--- src/rtl/ap_parameters_pkg.sv ---
// Shared parameters and state encoding for the feature normalizer.
package ap_parameters;

  localparam int NORM_DATA_W    = 16;
  localparam int NORM_OUT_W     = 16;
  localparam int NORM_N_COEF    = 32;
  localparam int NORM_FRAC_BITS = 8;

  typedef enum logic [1:0] {
    NORM_IDLE,
    NORM_WAIT_MS,
    NORM_DIV,
    NORM_OUT
  } norm_state_t;

endpackage

--- src/rtl/feature_normalizer_seq_divider.sv ---
// Unsigned restoring divider: one quotient bit per cycle, W cycles per divide.
module seq_divider #(
  parameter int W = 24
) (
  input  logic         clk,
  input  logic         rst,
  input  logic         i_start,
  input  logic [W-1:0] i_dividend,
  input  logic [W-1:0] i_divisor,
  output logic         o_busy,
  output logic         o_done,
  output logic [W-1:0] o_quotient
);

  localparam int CNT_W = $clog2(W + 1);

  logic [W-1:0]     r_rem;
  logic [W-1:0]     r_quo;
  logic [CNT_W-1:0] r_cnt;
  logic             r_busy;
  logic             r_done;

  logic [W-1:0] w_rem_src;
  logic [W-1:0] w_quo_src;
  logic [W:0]   w_shift;
  logic         w_ge;
  logic [W-1:0] w_rem_nxt;
  logic [W-1:0] w_quo_nxt;

  // The start cycle already performs the first step on the fresh dividend.
  always_comb begin
    w_rem_src = i_start ? '0 : r_rem;
    w_quo_src = i_start ? i_dividend : r_quo;
    w_shift   = {w_rem_src, w_quo_src[W-1]};
    w_ge      = (w_shift >= {1'b0, i_divisor});
    w_rem_nxt = w_ge ? (w_shift[W-1:0] - i_divisor) : w_shift[W-1:0];
    w_quo_nxt = {w_quo_src[W-2:0], w_ge};
  end

  always_ff @(posedge clk) begin
    if (rst) begin
      r_rem  <= '0;
      r_quo  <= '0;
      r_cnt  <= '0;
      r_busy <= 1'b0;
      r_done <= 1'b0;
    end else if (i_start) begin
      r_rem  <= w_rem_nxt;
      r_quo  <= w_quo_nxt;
      r_cnt  <= CNT_W'(W - 1);
      r_busy <= 1'b1;
      r_done <= 1'b0;
    end else if (r_busy) begin
      r_rem  <= w_rem_nxt;
      r_quo  <= w_quo_nxt;
      r_cnt  <= r_cnt - CNT_W'(1);
      r_busy <= (r_cnt != CNT_W'(1));
      r_done <= (r_cnt == CNT_W'(1));
    end else begin
      r_done <= 1'b0;
    end
  end

  assign o_busy     = r_busy;
  assign o_done     = r_done;
  assign o_quotient = r_quo;

endmodule

--- src/rtl/feature_normalizer.sv ---
// Z-score normalizer: latches a mel frame, waits for its mean/std, streams (x-mean)/std.
// Define FEATURE_NORM_SAT_EN to clamp out-of-range results instead of wrapping them.
module feature_normalizer
  import ap_parameters::*;
#(
  parameter int DATA_W    = NORM_DATA_W,
  parameter int OUT_W     = NORM_OUT_W,
  parameter int N_COEF    = NORM_N_COEF,
  parameter int FRAC_BITS = NORM_FRAC_BITS
) (
  input  logic                           clk,
  input  logic                           rst,
  input  logic                           i_frame_valid,
  input  logic [N_COEF-1:0][DATA_W-1:0]  i_frame_data,
  output logic                           o_frame_ready,
  input  logic                           i_ms_valid,
  input  logic [DATA_W-1:0]              i_mean,
  input  logic [DATA_W-1:0]              i_std,
  output logic                           o_out_valid,
  input  logic                           i_out_ready,
  output logic [OUT_W-1:0]               o_out_data,
  output logic [$clog2(N_COEF)-1:0]      o_out_idx,
  output logic                           o_out_last
);

  localparam int Q_W   = DATA_W + FRAC_BITS;
  localparam int IDX_W = $clog2(N_COEF);

  norm_state_t r_state;
  norm_state_t w_next_state;

  logic [N_COEF-1:0][DATA_W-1:0] r_frame;
  logic [DATA_W-1:0]             r_mean;
  logic [DATA_W-1:0]             r_std;
  logic [IDX_W-1:0]              r_idx;
  logic                          r_div_pend;
  logic                          r_neg;
  logic [OUT_W-1:0]              r_out_data;
  logic [IDX_W-1:0]              r_out_idx;
  logic                          r_out_last;

  logic                     w_frame_acc;
  logic                     w_ms_acc;
  logic                     w_hs;
  logic                     w_last;
  logic                     w_start;
  logic [IDX_W-1:0]         w_div_idx;
  logic signed [DATA_W:0]   w_diff;
  logic signed [DATA_W:0]   w_neg_diff;
  logic [DATA_W-1:0]        w_abs;
  logic [Q_W-1:0]           w_dividend;
  logic [Q_W-1:0]           w_divisor;
  logic [Q_W-1:0]           w_quo;
  logic                     w_div_done;
  logic                     w_unused_div_busy;
  logic signed [Q_W:0]      w_quo_ext;
  logic signed [Q_W:0]      w_signed;
  logic [OUT_W-1:0]         w_result;

  always_ff @(posedge clk) begin
    if (rst) r_state <= NORM_IDLE;
    else     r_state <= w_next_state;
  end

  always_comb begin
    w_next_state  = r_state;
    w_frame_acc   = 1'b0;
    w_ms_acc      = 1'b0;
    w_hs          = 1'b0;
    o_frame_ready = (r_state == NORM_IDLE);
    o_out_valid   = (r_state == NORM_OUT);
    case (r_state)
      NORM_IDLE: begin
        if (i_frame_valid) begin
          w_frame_acc  = 1'b1;
          w_next_state = NORM_WAIT_MS;
        end
      end
      NORM_WAIT_MS: begin
        if (i_ms_valid) begin
          w_ms_acc     = 1'b1;
          w_next_state = NORM_DIV;
        end
      end
      NORM_DIV: begin
        if (w_div_done) w_next_state = NORM_OUT;
      end
      NORM_OUT: begin
        if (i_out_ready) begin
          w_hs         = 1'b1;
          w_next_state = w_last ? NORM_IDLE : NORM_DIV;
        end
      end
      default: w_next_state = NORM_IDLE;
    endcase
  end

  // A handshake launches the next coefficient's divide in the same edge, hence idx+1 here.
  assign w_last     = (r_idx == IDX_W'(N_COEF - 1));
  assign w_start    = r_div_pend | (w_hs & ~w_last);
  assign w_div_idx  = w_hs ? (r_idx + IDX_W'(1)) : r_idx;
  assign w_diff     = $signed({1'b0, r_frame[w_div_idx]}) - $signed({1'b0, r_mean});
  assign w_neg_diff = -w_diff;
  assign w_abs      = w_diff[DATA_W] ? w_neg_diff[DATA_W-1:0] : w_diff[DATA_W-1:0];
  assign w_dividend = {w_abs, {FRAC_BITS{1'b0}}};
  assign w_divisor  = {{FRAC_BITS{1'b0}}, r_std};
  assign w_quo_ext  = $signed({1'b0, w_quo});
  assign w_signed   = r_neg ? -w_quo_ext : w_quo_ext;

  seq_divider #(
    .W (Q_W)
  ) u_div (
    .clk        (clk),
    .rst        (rst),
    .i_start    (w_start),
    .i_dividend (w_dividend),
    .i_divisor  (w_divisor),
    .o_busy     (w_unused_div_busy),
    .o_done     (w_div_done),
    .o_quotient (w_quo)
  );

`ifdef FEATURE_NORM_SAT_EN
  localparam logic signed [Q_W:0] MAX_V = {{(Q_W-OUT_W+2){1'b0}}, {(OUT_W-1){1'b1}}};
  localparam logic signed [Q_W:0] MIN_V = {{(Q_W-OUT_W+2){1'b1}}, {(OUT_W-1){1'b0}}};

  always_comb begin
    w_result = w_signed[OUT_W-1:0];
    if (w_signed > MAX_V)      w_result = {1'b0, {(OUT_W-1){1'b1}}};
    else if (w_signed < MIN_V) w_result = {1'b1, {(OUT_W-1){1'b0}}};
  end
`else
  logic w_unused_hi;
  assign w_unused_hi = ^w_signed[Q_W:OUT_W];
  assign w_result    = w_signed[OUT_W-1:0];
`endif

  // Zero std would make the divide meaningless; treat it as unit std.
  always_ff @(posedge clk) begin
    if (rst) begin
      r_frame    <= '0;
      r_mean     <= '0;
      r_std      <= '0;
      r_idx      <= '0;
      r_div_pend <= 1'b0;
      r_neg      <= 1'b0;
      r_out_data <= '0;
      r_out_idx  <= '0;
      r_out_last <= 1'b0;
    end else begin
      r_div_pend <= w_ms_acc;
      if (w_frame_acc) r_frame <= i_frame_data;
      if (w_ms_acc) begin
        r_mean <= i_mean;
        r_std  <= (i_std == '0) ? DATA_W'(1) : i_std;
        r_idx  <= '0;
      end
      if (w_hs)    r_idx <= r_idx + IDX_W'(1);
      if (w_start) r_neg <= w_diff[DATA_W];
      if ((r_state == NORM_DIV) && w_div_done) begin
        r_out_data <= w_result;
        r_out_idx  <= r_idx;
        r_out_last <= w_last;
      end
    end
  end

  assign o_out_data = r_out_data;
  assign o_out_idx  = r_out_idx;
  assign o_out_last = r_out_last;

endmodule

--- config.mk ---
export PLATFORM = sky130hd
export DESIGN_NAME = feature_normalizer
export DESIGN_NICKNAME = d
export VERILOG_FILES = /design/src/rtl/ap_parameters_pkg.sv /design/src/rtl/feature_normalizer_seq_divider.sv /design/src/rtl/feature_normalizer.sv
export SDC_FILE = /design/constraint.sdc
export NUM_CORES = 2
export LEC_CHECK = 0
export BUFFER_PORTS_ARGS = -buffer_cell sky130_fd_sc_hd__buf_2
export CORE_MARGIN = 5
export CORE_UTILIZATION = 50
export CTS_CLUSTER_DIAMETER = 50
export DETAILED_ROUTE_END_ITERATION = 10
export GPL_TIMING_DRIVEN = 1
export PLACE_DENSITY = 0.8
export SLEW_MARGIN = 25
export SYNTH_ARGS = -nofsm -noshare
export SYNTH_HDL_FRONTEND = slang
export SYNTH_SLANG_ARGS = --single-unit
--- constraint.sdc ---
create_clock -name clk -period 24.2 [get_ports clk]
set_input_delay 3.63 -clock clk [delete_from_list [all_inputs] [get_ports clk]]
set_output_delay 3.63 -clock clk [all_outputs]
set_load 0.01 [all_outputs]
== Word-level counts from Yosys, hierarchy flattened ==
Cells that the tools add are included.

* Register bits: 630
* Input bits: 549
* Output and inout bits: 24

* Add/subtract/negate cells: 6
* $lt $le $gt $ge: 2
* Equality and inequality tests: 10
* Mux-type cells: 31
* Bitwise logic cells: 4
* Reduce and logical (&&, ||, !) cells: 8

{| class="wikitable"
|+ Operator list
! kind !! number
|-
| $mux 24 || 7
|-
| $bmux 16 s5 || 1
|-
| $mux 16 || 4
|-
| $neg 16->16 || 2
|-
| $ge 25x16->1 || 1
|-
| $mux 5 || 5
|-
| $sub 24x16->24 || 1
|-
| $sub 16x16->17 || 1
|-
| $logic_not 16->1 || 1
|-
| $mux 2 || 5
|-
| $mux 1 || 8
|-
| $pmux 2 s4 || 1
|-
| $lt 5x6->1 const B || 1
|-
| $add 5x1->5 const B || 1
|-
| $eq 5x1->1 const B || 1
|-
| $eq 5x5->1 const B || 1
|-
| $ne 5x1->1 const B || 1
|-
| $sub 5x1->5 const B || 1
|-
| $eq 2x2->1 const B || 2
|-
| $ne 2x1->1 const B || 2
|-
| $ne 2x2->1 const B || 2
|-
| $reduce_and 4->1 || 1
|-
| $reduce_bool 2->1 || 2
|-
| $reduce_or 3->1 || 1
|-
| other kinds (7) || 8
|}

== Depth between registers and ports, before layout ==
* Word-level depth: 13
* Mapped depth: 33
* Gate-level depth less buffers: 29

== Cells and area by module ==
A second synthesis with hierarchy kept.

* Cell total of the unflattened synthesis: 3450
* Area total of the unflattened synthesis: 29006.6 um^2

{| class="wikitable"
|+ Modules (own cells, without submodules)
! module !! times used !! cells an instance !! area each (um^2) !! seq. area each (um^2)
|-
| feature_normalizer || 1 || 2935 || 25074.0 || 11511.0
|-
| seq_divider || 1 || 515 || 3932.5 || 1101.1
|}

== Least setup slack after synthesis ==
Ideal clock, no wire load.

* Kind: input to register
* Start: in i_out_ready
* End: reg u_div.r_rem[11]
* Setup time: 0.132 ns
* Data arrival time: 10.548 ns
* Setup slack: 13.520 ns
* Stages on the path: 30
* Path buffers: 5
* Cell sequence: nand2_2 > inv_2 > ha_1 > clkbuf_1 > buf_1 > mux4_2 > mux4_2 > mux2_2 > ha_1 > clkbuf_1 > a21o_1 > a211oi_1 > o211a_1 > o21bai_1 > or3_1 > a221oi_1 > a41oi_1 > xnor2_1 > a21o_1 > ha_1 > nor2b_1 > o21ba_2 > o21a_1 > o311ai_0 > and4b_1 > clkbuf_1 > clkbuf_1 > nor2_1 > a221oi_1 > nor3_1

* Longest elaborated chain between the ends: 13
* Elaborated cells on any way between the ends: 18
* Classes of those cells: add/sub (3); order compare (1); mux (11); bitwise (2); reduce/logical (1)

{| class="wikitable"
|+ RTL lines
! what !! RTL line !! text
|-
| start, declared || feature_normalizer.sv:20 || <nowiki>input logic i_out_ready,</nowiki>
|-
| $mux 1 (*) || feature_normalizer.sv:89 || <nowiki>if (i_out_ready) begin</nowiki>
|-
| $mux 1 (*) || feature_normalizer.sv:72 || <nowiki>case (r_state)</nowiki>
|-
| $mux 5 || feature_normalizer.sv:101 || <nowiki>assign w_div_idx = w_hs ? (r_idx + IDX_W'(1)) : r_idx;</nowiki>
|-
| $bmux 16 s5 || feature_normalizer.sv:102 || <nowiki>assign w_diff = $signed({1'b0, r_frame[w_div_idx]}) - $signed({1'b0, r_mean});</nowiki>
|-
| $mux 16 (not written as such) || feature_normalizer.sv:102 ||
|-
| $sub 16x16->17 || feature_normalizer.sv:102 ||
|-
| $neg 16->16 || feature_normalizer.sv:103 || <nowiki>assign w_neg_diff = -w_diff;</nowiki>
|-
| $mux 16 || feature_normalizer.sv:104 || <nowiki>assign w_abs = w_diff[DATA_W] ? w_neg_diff[DATA_W-1:0] : w_diff[DATA_W-1:0];</nowiki>
|-
| $mux 24 || feature_normalizer_seq_divider.sv:33 || <nowiki>w_quo_src = i_start ? i_dividend : r_quo;</nowiki>
|-
| $sub 24x16->24 or $ge 25x16->1 (tied branches) || feature_normalizer_seq_divider.sv:36, feature_normalizer_seq_divider.sv:35 ||
|-
| $mux 24 || feature_normalizer_seq_divider.sv:36 || <nowiki>w_rem_nxt = w_ge ? (w_shift[W-1:0] - i_divisor) : w_shift[W-1:0];</nowiki>
|-
| $mux 24 || feature_normalizer_seq_divider.sv:53 || <nowiki>end else if (r_busy) begin</nowiki>
|-
| $mux 24 || feature_normalizer_seq_divider.sv:47 || <nowiki>end else if (i_start) begin</nowiki>
|-
| end signal, assigned || feature_normalizer_seq_divider.sv:48 || <nowiki>r_rem <= w_rem_nxt;</nowiki>
|-
| end signal, assigned || feature_normalizer_seq_divider.sv:54 || <nowiki>r_rem <= w_rem_nxt;</nowiki>
|-
| end, declared || feature_normalizer_seq_divider.sv:17 || <nowiki>logic [W-1:0] r_rem;</nowiki>
|}

Mark *: on every way between the ends. The rest lies on a longest branch, timed or not. The select of a mux whose other input is x is not followed.
A chain may end at the register's enable or synchronous reset.

== Worst setup path after layout ==
* Start: in i_out_ready
* End: reg u_div.r_rem[23]

Same word-level chain as after synthesis.

==> flow_summary_export.csv <==
group,metric,value,unit
floorplanning,fp.dieW,249.1,um
synthesis,synth_edf_count,0,
cts,cts-resized-gates,0,
synthesis,ys.flop_type,"dfxtp_1",
synthesis,yosysWarnings,0,
placed_design,hpwl,71.71,mm
grt,grt_pass1_vias,24620,
timing,fin_crit,12640,ps
worst_setup_path,startpoint_type,"primary input",
timing,tns,0,ps
hold_path,hp-class,"flip-flop to flip-flop",
cts,htreeDepth,3,
route,drtIter0Drc,2811,
synthesis,synthArstFlopShare,0,%
timing,rsz0062_at_grt,"false",
finish,layout_common_cells,"nand2_1, dfxtp_1, a21oi_1",
finish,fill_cells,4866,
power,p_leak,13.68,nW
power,p_per_area,80.14,nW/um2
grt,met1_usage,38.94,%
placed_design,dpl.cell_count,4474,
cts,cts_buffers,69,
synthesis,ys_types,66,
worst_setup_path,worstPathMaxFanout,47,
timing,relSlewSlack,25.49,%
timing,drv_slew,0,
grt,grt_usage,29.66,%
placed_design,dpl_cell_area,31640,um2
timing,max_freq,0.07915,GHz
route,dr.pass1.iters,7,
timing,final.setup.worst_slack,11570,ps
grt,use_met3,8.081,%
timing,hold_viol,0,
grt,grt_start_max_net_pins,244,
grt,grt.busiest_layer,"met2",
route,post_drt_wl_per_cell,21.20,um
cts,cts_setup_buffers,0,
floorplanning,core,56500,um2
finish,final_nets,4380,
placed_design,gp_congestion,0.9426,
synthesis,syn-num-nets,3975,
worst_setup_path,cpPeakStageDelay,820,ps
synthesis,synth-seq-area-share,44.11,%
finish,post-route-util,60.08,%
timing,setup_viol,0,
finish,fin_cells,4606,
power,peakVddDrop,0.00005281,V
flow_run,drv_cap,0,
timing,worst_pin_slew,1118,ps
grt,grt_antenna_before_repair,16,
finish,area_growth,18.73,%
grt,grt_pass1_wl,143.9,mm
power,power.total,2.720,mW
cts,holdBufCountCts,0,
route,routed_wl,97.63,mm
finish,mostFrequentLayoutCell,"nand2_1",
floorplanning,dieHeight,249.1,um
cts,clkTransAtPathRegs,60,ps
grt,use_met2,46.24,%
synthesis,syn_area,28590,um2
worst_setup_path,slowest_stage,"buf_4",
route,ant_nets,0,
worst_setup_path,worst_ep_required_time,24710,ps
synthesis,avgSynthCellArea,8.446,um2
worst_setup_path,end_kind,"flip-flop",
cts,cts_root_buf,"clkbuf_16",
worst_setup_path,worstPathArrival,13150,ps
cts,cts_tree,"built",
placed_design,pre_cts_slack,10900,ps
floorplanning,io_pins,573,
timing,finalCritPeriodShare,52.21,%
cts,cts_sinks,630,
synthesis,syn_inst,3385,
worst_setup_path,r2r_slack,14110,ps
floorplanning,start_util,50.61,%
cts,clock_path_buffers,3,
synthesis,yosys_register_bits,630,
timing,finClkSkew,21.00,ps
placed_design,io_buffers,572,
finish,stdcell_area,33950,um2
worst_setup_path,critPathKind,"primary input to flip-flop",
floorplanning,rows,87,
cts,clk_latency,610,ps
outcome,outcome,"finished clean",
route,vias_per_cell,5.682,
route,routed-via-count,26170,
timing,whs,451.3,ps
floorplanning,dieArea,62070,um2
grt,overflow,0,
finish,drive_gt1_share,23.52,%
route,drc,0,
layout make-up:
type                    instances  area [um2]  share of cell area, %
clock inverters                30       309.0                 0.9104
diodes                         10       25.02                0.07372
multi-input cells            2446       14820                  43.66
repair buffers                596        3122                  9.196
inverters                      47       176.4                 0.5197
flip-flops and latches        630       12610                  37.16
well taps                     756       945.9                  2.787
clock buffers                  91        1932                  5.691
state kept, by name (all words and copies together) (netlist names), 2 cells and up:
signal	flops
r_std	16
u_div.r_rem	24
u_div.o_quotient	24
r_frame	512
o_out_idx	5
r_idx	5
r_state	2
u_div.r_cnt	5
o_out_data	16
r_mean	16
cell usage after synthesis (9+ instances only):
library cell  count  area (um2)
a211oi_1         40       300.3
a21o_1           11       82.58
a21oi_1         615        3078
and2_1           19       118.9
and3_1           10       62.56
buf_2            19       95.09
clkbuf_1        230       863.3
dfxtp_1         630       12610
ha_1             39       488.0
inv_1            46       172.7
mux2_2           16       180.2
mux2i_1          28       280.3
mux4_2          160        3603
nand2_1        1152        4324
nand2b_1         12       75.07
nand3_1          15       75.07
nor2_1           96       360.4
nor2b_1          14       87.58
nor3_1           22       110.1
o21a_1            9       67.56
o21ai_0          34       170.2
or3_1            10       62.56
xnor2_1          32       280.3
xor2_1           21       183.9
routing by layer:
layer | vias up | wire length [um]
li1 | 12360 | -
met1 | 12280 | 37990
met2 | 1321 | 44640
met3 | 203 | 10240
met4 | 8 | 4698
met5 | - | 59
report_power, final:
part           switching, mW  internal, mW
logic                  0.313         0.217
registers             0.0472          1.11
clock network          0.442         0.593
total                  0.802          1.92
kinds of logic after synthesis:
| kind of cell | synth area share, % |
|---|---|
| flip-flops | 44.11 |
| AO/OA/AOI/OAI | 14.66 |
| adder cells (fa/ha/maj) | 1.847 |
| multiplexers | 14.21 |
| buffers and inverters | 4.324 |
| AND/OR/NAND/NOR | 19.22 |
| XOR/XNOR | 1.624 |
worst max-delay path, delay by kind of cell:
family                     cells  cell delay [ps]
AOI/OAI and AO/OA             10             2640
buffers and inverters          4             1850
muxes                          4             1760
and+or+nand+nor                6             1620
adders and majority gates      3             1260
xor gates and xnor gates       1              270
path summary, 6_finish.rpt:
check | start | depth (start not counted) | endpoint
hold reg to reg | o_out_data[6] | 2 | o_out_data[6]
setup reg to reg | r_state[1] | 28 | u_div.r_rem[23]
setup / recovery | i_out_ready | 28 | u_div.r_rem[23]
hold / removal | o_out_data[6] | 2 | o_out_data[6]
No activity file was read; power rests on OpenSTA's default activity.
